## config.mk

```make
export PLATFORM = sky130hd
export DESIGN_NAME = btn_press_gen
export DESIGN_NICKNAME = d
export VERILOG_FILES = /design/src/rtl/btn_gen_pkg.sv /design/src/rtl/btn_cmd_fifo.sv /design/src/rtl/btn_press_gen.sv
export SDC_FILE = /design/constraint.sdc
export NUM_CORES = 1
export LEC_CHECK = 0
export CAP_MARGIN = 40
export CORE_MARGIN = 4
export CORE_UTILIZATION = 35
export CTS_BUF_LIST = sky130_fd_sc_hd__clkbuf_2
export CTS_CLUSTER_SIZE = 28
export DETAILED_ROUTE_END_ITERATION = 10
export GPL_TIMING_DRIVEN = 0
export PLACE_DENSITY_LB_ADDON = 0.1
export SLEW_MARGIN = 20
export SYNTH_ARGS = -nofsm -noshare
export SYNTH_HDL_FRONTEND = slang
export SYNTH_SLANG_ARGS = --single-unit
```

## constraint.sdc

```tcl
create_clock -name clk -period 2.05 [get_ports clk]
set_clock_uncertainty 0.1 [all_clocks]
set_input_delay 0.205 -clock clk [delete_from_list [all_inputs] [get_ports clk]]
set_output_delay 0.205 -clock clk [all_outputs]
set_load 0.02 [all_outputs]
```

## src/rtl/btn_gen_pkg.sv

```systemverilog
// Shared types for the button-press generator: command ops, FSM states and
// the queued command record.
package btn_gen_pkg;

  typedef enum logic [1:0] {
    OP_NOP     = 2'd0,
    OP_PRESS_M = 2'd1,
    OP_PRESS_R = 2'd2,
    OP_WAIT    = 2'd3
  } btn_op_e;

  typedef enum logic [1:0] {
    ST_IDLE = 2'd0,
    ST_GAP  = 2'd1,
    ST_HOLD = 2'd2,
    ST_WAIT = 2'd3
  } btn_gen_state_e;

  typedef struct packed {
    btn_op_e    op;
    logic [3:0] arg;
  } btn_cmd_t;

  // A WAIT of zero ticks is stretched to one so the FSM always sees a tick.
  function automatic logic [3:0] wait_ticks(input logic [3:0] arg);
    return (arg == 4'd0) ? 4'd1 : arg;
  endfunction

endpackage

```

## src/rtl/btn_cmd_fifo.sv

```systemverilog
// Synchronous show-ahead FIFO of btn_cmd_t records; DEPTH must be a power of
// two so the pointers wrap naturally.
module btn_cmd_fifo
  import btn_gen_pkg::*;
#(
  parameter  int DEPTH = 8,
  localparam int AW    = $clog2(DEPTH),
  localparam int CW    = AW + 1
) (
  input  logic          clk,
  input  logic          rst_n,
  input  logic          wr_en,
  input  btn_cmd_t      wr_data,
  input  logic          rd_en,
  output btn_cmd_t      rd_data,
  output logic          full,
  output logic          empty,
  output logic [CW-1:0] count
);

  btn_cmd_t mem [DEPTH];

  logic [AW-1:0] wr_ptr_q, wr_ptr_d;
  logic [AW-1:0] rd_ptr_q, rd_ptr_d;
  logic [CW-1:0] count_q, count_d;
  logic          do_wr, do_rd;

  assign full  = (count_q == CW'(DEPTH));
  assign empty = (count_q == '0);
  assign count = count_q;
  assign do_wr = wr_en && !full;
  assign do_rd = rd_en && !empty;

  always_comb begin
    wr_ptr_d = wr_ptr_q;
    rd_ptr_d = rd_ptr_q;
    count_d  = count_q;
    if (do_wr) wr_ptr_d = wr_ptr_q + AW'(1);
    if (do_rd) rd_ptr_d = rd_ptr_q + AW'(1);
    unique case ({do_wr, do_rd})
      2'b10:   count_d = count_q + CW'(1);
      2'b01:   count_d = count_q - CW'(1);
      default: count_d = count_q;
    endcase
  end

  always_ff @(posedge clk or negedge rst_n) begin
    if (!rst_n) begin
      wr_ptr_q <= '0;
      rd_ptr_q <= '0;
      count_q  <= '0;
    end else begin
      wr_ptr_q <= wr_ptr_d;
      rd_ptr_q <= rd_ptr_d;
      count_q  <= count_d;
    end
  end

  // Storage needs no reset: the count gates every read.
  always_ff @(posedge clk) begin
    if (do_wr) mem[wr_ptr_q] <= wr_data;
  end

  assign rd_data = mem[rd_ptr_q];

endmodule

```

## src/rtl/btn_press_gen.sv

```systemverilog
// Button-press generator: queued commands become timed btn_m/btn_r presses
// paced by a divided-clock tick. Define BTN_GEN_FIFO_EN for a FIFO queue.
module btn_press_gen
  import btn_gen_pkg::*;
#(
  parameter int DIV_BIT    = 5,
  parameter int GAP_TICKS  = 2,
  parameter int HOLD_TICKS = 3,
  parameter int FIFO_DEPTH = 8
) (
  input  logic       clk,
  input  logic       rst_n,
  input  logic       cmd_valid,
  output logic       cmd_ready,
  input  logic [1:0] cmd_op,
  input  logic [3:0] cmd_arg,
  output logic       btn_m,
  output logic       btn_r,
  output logic       busy,
  output logic       done,
  output logic [3:0] pending
);

  localparam int TMAX_GH = (GAP_TICKS > HOLD_TICKS) ? GAP_TICKS : HOLD_TICKS;
  localparam int TMAX    = (TMAX_GH > 15) ? TMAX_GH : 15;
  localparam int TCNT_W  = $clog2(TMAX + 1);

  logic [DIV_BIT:0] div_cnt_q, div_cnt_d;
  logic             tick;

  btn_cmd_t in_cmd, q_head;
  logic     q_empty, push, pop;

  btn_gen_state_e    state_q, state_d;
  logic [TCNT_W-1:0] tcnt_q, tcnt_d;
  logic [3:0]        wait_len_q, wait_len_d;
  logic              sel_r_q, sel_r_d;
  logic              btn_m_q, btn_m_d, btn_r_q, btn_r_d, done_q, done_d;

  assign div_cnt_d = div_cnt_q + 1'b1;
  assign tick      = &div_cnt_q;

  assign in_cmd = '{op: btn_op_e'(cmd_op), arg: cmd_arg};
  assign push   = cmd_valid && cmd_ready;

`ifdef BTN_GEN_FIFO_EN
  localparam int CNT_W = $clog2(FIFO_DEPTH) + 1;
  logic             q_full;
  logic [CNT_W-1:0] q_count;

  btn_cmd_fifo #(.DEPTH(FIFO_DEPTH)) u_fifo (
    .clk     (clk),
    .rst_n   (rst_n),
    .wr_en   (push),
    .wr_data (in_cmd),
    .rd_en   (pop),
    .rd_data (q_head),
    .full    (q_full),
    .empty   (q_empty),
    .count   (q_count)
  );

  assign cmd_ready = !q_full;
  assign pending   = (int'(q_count) > 15) ? 4'd15 : 4'(q_count);
`else
  logic     hold_valid_q, hold_valid_d;
  btn_cmd_t hold_cmd_q, hold_cmd_d;
  logic     unused_cfg;

  assign unused_cfg = (FIFO_DEPTH > 0);

  // Accept only happens while empty, so push and pop never coincide.
  always_comb begin
    hold_valid_d = hold_valid_q;
    hold_cmd_d   = hold_cmd_q;
    if (push) begin
      hold_valid_d = 1'b1;
      hold_cmd_d   = in_cmd;
    end else if (pop) begin
      hold_valid_d = 1'b0;
    end
  end

  always_ff @(posedge clk or negedge rst_n) begin
    if (!rst_n) begin
      hold_valid_q <= 1'b0;
      hold_cmd_q   <= '0;
    end else begin
      hold_valid_q <= hold_valid_d;
      hold_cmd_q   <= hold_cmd_d;
    end
  end

  assign q_empty   = !hold_valid_q;
  assign q_head    = hold_cmd_q;
  assign cmd_ready = !hold_valid_q;
  assign pending   = {3'b000, hold_valid_q};
`endif

  always_comb begin
    state_d    = state_q;
    tcnt_d     = tcnt_q;
    wait_len_d = wait_len_q;
    sel_r_d    = sel_r_q;
    btn_m_d    = btn_m_q;
    btn_r_d    = btn_r_q;
    done_d     = 1'b0;
    pop        = 1'b0;
    if (tick) begin
      unique case (state_q)
        ST_IDLE: pop = !q_empty;
        ST_GAP: begin
          if (tcnt_q == TCNT_W'(GAP_TICKS)) begin
            if (sel_r_q) btn_r_d = 1'b1;
            else         btn_m_d = 1'b1;
            state_d = ST_HOLD;
            tcnt_d  = TCNT_W'(1);
          end else begin
            tcnt_d = tcnt_q + TCNT_W'(1);
          end
        end
        ST_HOLD: begin
          if (tcnt_q == TCNT_W'(HOLD_TICKS)) begin
            btn_m_d = 1'b0;
            btn_r_d = 1'b0;
            done_d  = 1'b1;
            state_d = ST_IDLE;
            pop     = !q_empty;
          end else begin
            tcnt_d = tcnt_q + TCNT_W'(1);
          end
        end
        ST_WAIT: begin
          if (tcnt_q == TCNT_W'(wait_len_q)) begin
            done_d  = 1'b1;
            state_d = ST_IDLE;
            pop     = !q_empty;
          end else begin
            tcnt_d = tcnt_q + TCNT_W'(1);
          end
        end
        default: state_d = ST_IDLE;
      endcase
    end
    // Starting a popped command overrides the completion's return to IDLE.
    if (pop) begin
      unique case (q_head.op)
        OP_PRESS_M: begin
          state_d = ST_GAP;
          sel_r_d = 1'b0;
          tcnt_d  = TCNT_W'(1);
        end
        OP_PRESS_R: begin
          state_d = ST_GAP;
          sel_r_d = 1'b1;
          tcnt_d  = TCNT_W'(1);
        end
        OP_WAIT: begin
          state_d    = ST_WAIT;
          tcnt_d     = TCNT_W'(1);
          wait_len_d = wait_ticks(q_head.arg);
        end
        default: begin
          state_d = ST_IDLE;
          done_d  = 1'b1;
        end
      endcase
    end
  end

  always_ff @(posedge clk or negedge rst_n) begin
    if (!rst_n) begin
      div_cnt_q  <= '0;
      state_q    <= ST_IDLE;
      tcnt_q     <= '0;
      wait_len_q <= 4'd1;
      sel_r_q    <= 1'b0;
      btn_m_q    <= 1'b0;
      btn_r_q    <= 1'b0;
      done_q     <= 1'b0;
    end else begin
      div_cnt_q  <= div_cnt_d;
      state_q    <= state_d;
      tcnt_q     <= tcnt_d;
      wait_len_q <= wait_len_d;
      sel_r_q    <= sel_r_d;
      btn_m_q    <= btn_m_d;
      btn_r_q    <= btn_r_d;
      done_q     <= done_d;
    end
  end

  assign btn_m = btn_m_q;
  assign btn_r = btn_r_q;
  assign done  = done_q;
  assign busy  = (state_q != ST_IDLE) || !q_empty;

endmodule
```

==> flow_summary.json <==
{
  "area_growth_pct": 27.33,
  "clockBufferDepth": 2,
  "synth_area_mm2": 0.001479,
  "ir_drop_mv": 0.2510,
  "ys_seq_elements": 27,
  "top_layer": "met4",
  "period_minus_slack_ps": 2097,
  "antenna_left": 0,
  "critical_path_class": "reg -> reg",
  "grt.total_usage_pct": 13.56,
  "yosys.area.top_type_share_pct": 43.99,
  "ctsRootBufferMaster": "clkbuf_2",
  "pin_count": 18,
  "diodes": 0,
  "synth_cell_types": 41,
  "dr.pass1.iters": 4,
  "cts_made_buffers": 3,
  "ys_seq_area_share_pct": 45.77,
  "path_clk_slew_ps": 270,
  "clock.fmax_mhz": 476.9,
  "worstPathCellList": "ha_4 > or3b_4 > a21o_1 > o21ai_4 > and4_1 > buf_6 > mux2_4",
  "portBuffers": 14,
  "tightest_slew_ps": 635.0,
  "synth_edf_count": 0,
  "cts_tree": "done",
  "wire_per_inst_um": 14.42,
  "grt_pass1_vias": 1222,
  "drtIter0Drc": 15,
  "cap_violations": 0,
  "gr-total-overflow": 0,
  "grt_pass1_wl_um": 5637,
  "violations": "negative setup slack",
  "initial_utilization_pct": 36.45,
  "dr_wl_met2_um": 1633,
  "async_flop_share_pct": 100.0,
  "grt_antenna_before_repair": 0,
  "drcViolationCount": 0,
  "fillCellCount": 384,
  "yosys_warnings": 0,
  "die_y_um": 73.01,
  "drv_slew": 0,
  "synthTopCellsByCount": "26 x dfrtp_1, 11 x o21ai_0, 9 x inv_1, 8 x nand2_1",
  "worstSetupEndpointType": "register",
  "hold_viol_final": 0,
  "maxSlewHeadroom_pct": 57.66,
  "synth.area.top_cells": "dfrtp_1 44%, ha_1 5.9%, mux2_2 4.6%, xnor2_1 4.1%, o21ai_0 3.7%",
  "wl_met1_um": 1386,
  "crit_slowest_cell": "dfrtp_1",
  "clkSinkCount": 27,
  "dp_slack_ps": -185.3,
  "design.die.area_mm2": 0.005330,
  "post-synth-top-count-cell": "dfrtp_1",
  "insertion_delay_ps": 380,
  "path_max_fanout": 5,
  "status": "finished, violations left",
  "num_rows": 23,
  "hold_path.class": "in -> async",
  "netlist_instances": 140,
  "hpwlAfterDp_um": 2201,
  "syn_area_per_cell_um2": 10.56,
  "arrival_ps": 2290,
  "gp_routability_congestion": 0.7687,
  "via_per_inst": 5.155,
  "synth_ff_type": "dfrtp_1",
  "met3_length_um": 142,
  "dieWidth_um": 73.01,
  "htree_levels": 1,
  "p_leak_nw": 0.8123,
  "slowest_delay_ps": 470,
  "drive_gt1_share_pct": 28.41,
  "finalWorstSetupSlack_ps": -46.82,
  "cp.required_ps": 2240,
  "cellPowerDensity_mw_per_mm2": 449.6,
  "setup_violations": 4,
  "total_power_uw": 846.6,
  "core_area_mm2": 0.004058,
  "worstSetupStartpointType": "register",
  "nets": 193,
  "rsz0062_at_grt": "true",
  "via_count": 1165,
  "post-route-period-util_pct": 102.3,
  "grt_max_degree": 28,
  "yosys.area.top_type": "dfrtp_1",
  "routed_wl_um": 3259
}
-- timing repair --
action / in CTS / in global routing
endpoints found under the hold margin: 26 / 0
hold buffers: 1 / 0
gates resized for setup: 9 / 8
setup endpoints to repair: 12 / 15
pin swaps: 8 / 3
setup buffers: 14 / 2
-- registers in the layout, indices dropped and copies added, names as in the netlist --
| name | cells |
|---|---|
| btn_m | 1 |
| btn_r | 1 |
| div_cnt_q | 6 |
| done | 1 |
| hold_cmd_q | 6 |
| hold_valid_q | 1 |
| sel_r_q | 1 |
| state_q | 2 |
| tcnt_q | 4 |
| wait_len_q | 4 |
-- area by class of cell --
type | instances | area (um2) | area share, %
repair buffers | 31 | 272.8 | 14.49
plain buffers | 8 | 55.05 | 2.924
clock buffers | 3 | 15.01 | 0.7973
flip-flops and latches | 27 | 679.4 | 36.08
clock inverters | 1 | 5.005 | 0.2658
well taps | 50 | 62.56 | 3.322
inverters | 9 | 33.78 | 1.794
multi-input cells | 97 | 759.5 | 40.33
-- cells by family after synthesis --
logic type      share of synthesized area (%)
fa+ha+maj                               5.922
flops                                   45.77
buf+inv                                 6.091
compound gates                          13.11
other cells                            0.2536
simple gates                            14.55
mux                                     8.967
xor+xnor                                5.330
-- routing by layer --
metal	GRT usage [%]	up-vias
met3	3.168	11
met5	0	-
met4	5.943	0
met2	22.94	36
met1	16.29	561
li1	-	557
-- metrics by stage --
step	hold slack, ps	area (um2)	TNS (ps)	std cells	utilization, %
after floorplan	-190.6	1489	-67.58	142	-
after global placement	357.8	1692	-1086	206	41.69
after detailed placement	162.8	1687	-1112	206	41.57
after CTS	231.7	1857	-372.2	225	45.76
after global routing	239.4	1883	-447.1	226	46.41
final	225.5	1883	-116.8	226	46.41
-- final timing paths --
check	startpoint	endpoint	slack (ps)	depth (start not counted)
worst max-delay path	tcnt_q[1]	wait_len_q[3]	-50	7
worst min-delay path	rst_n	state_q[0]	230	2
worst max register to register	tcnt_q[1]	wait_len_q[3]	-50	7
worst min register to register	wait_len_q[0]	wait_len_q[0]	390	2
max in group asynchronous	rst_n	hold_valid_q	1190	2
min in group clk	cmd_op[1]	hold_cmd_q[5]	250	3
-- placed cells by master (no fill, tap or decap), types with 7 or more instances in the layout --
master and n:
nand2_1 7, nor2_1 7, o21ai_0 10, inv_1 9, dfrtp_1 24, xnor2_1 7
buf_4 18, clkdlybuf4s50_1 12
-- critical path, delay by kind of cell, from the launching register on --
kind,cells,cell delay (ps)
simple gates,2,590
flops,1,470
compound gates,2,270
buf+inv,1,130
mux,1,290
fa+ha+maj,1,150
-- report_power, final --
group | internal (mW) | switching, mW
registers | 0.550 | 0.0108
clock network | 0.0442 | 0.166
logic | 0.0371 | 0.0390
total | 0.631 | 0.216
Note: power is estimated with default switching activity, not from simulation.
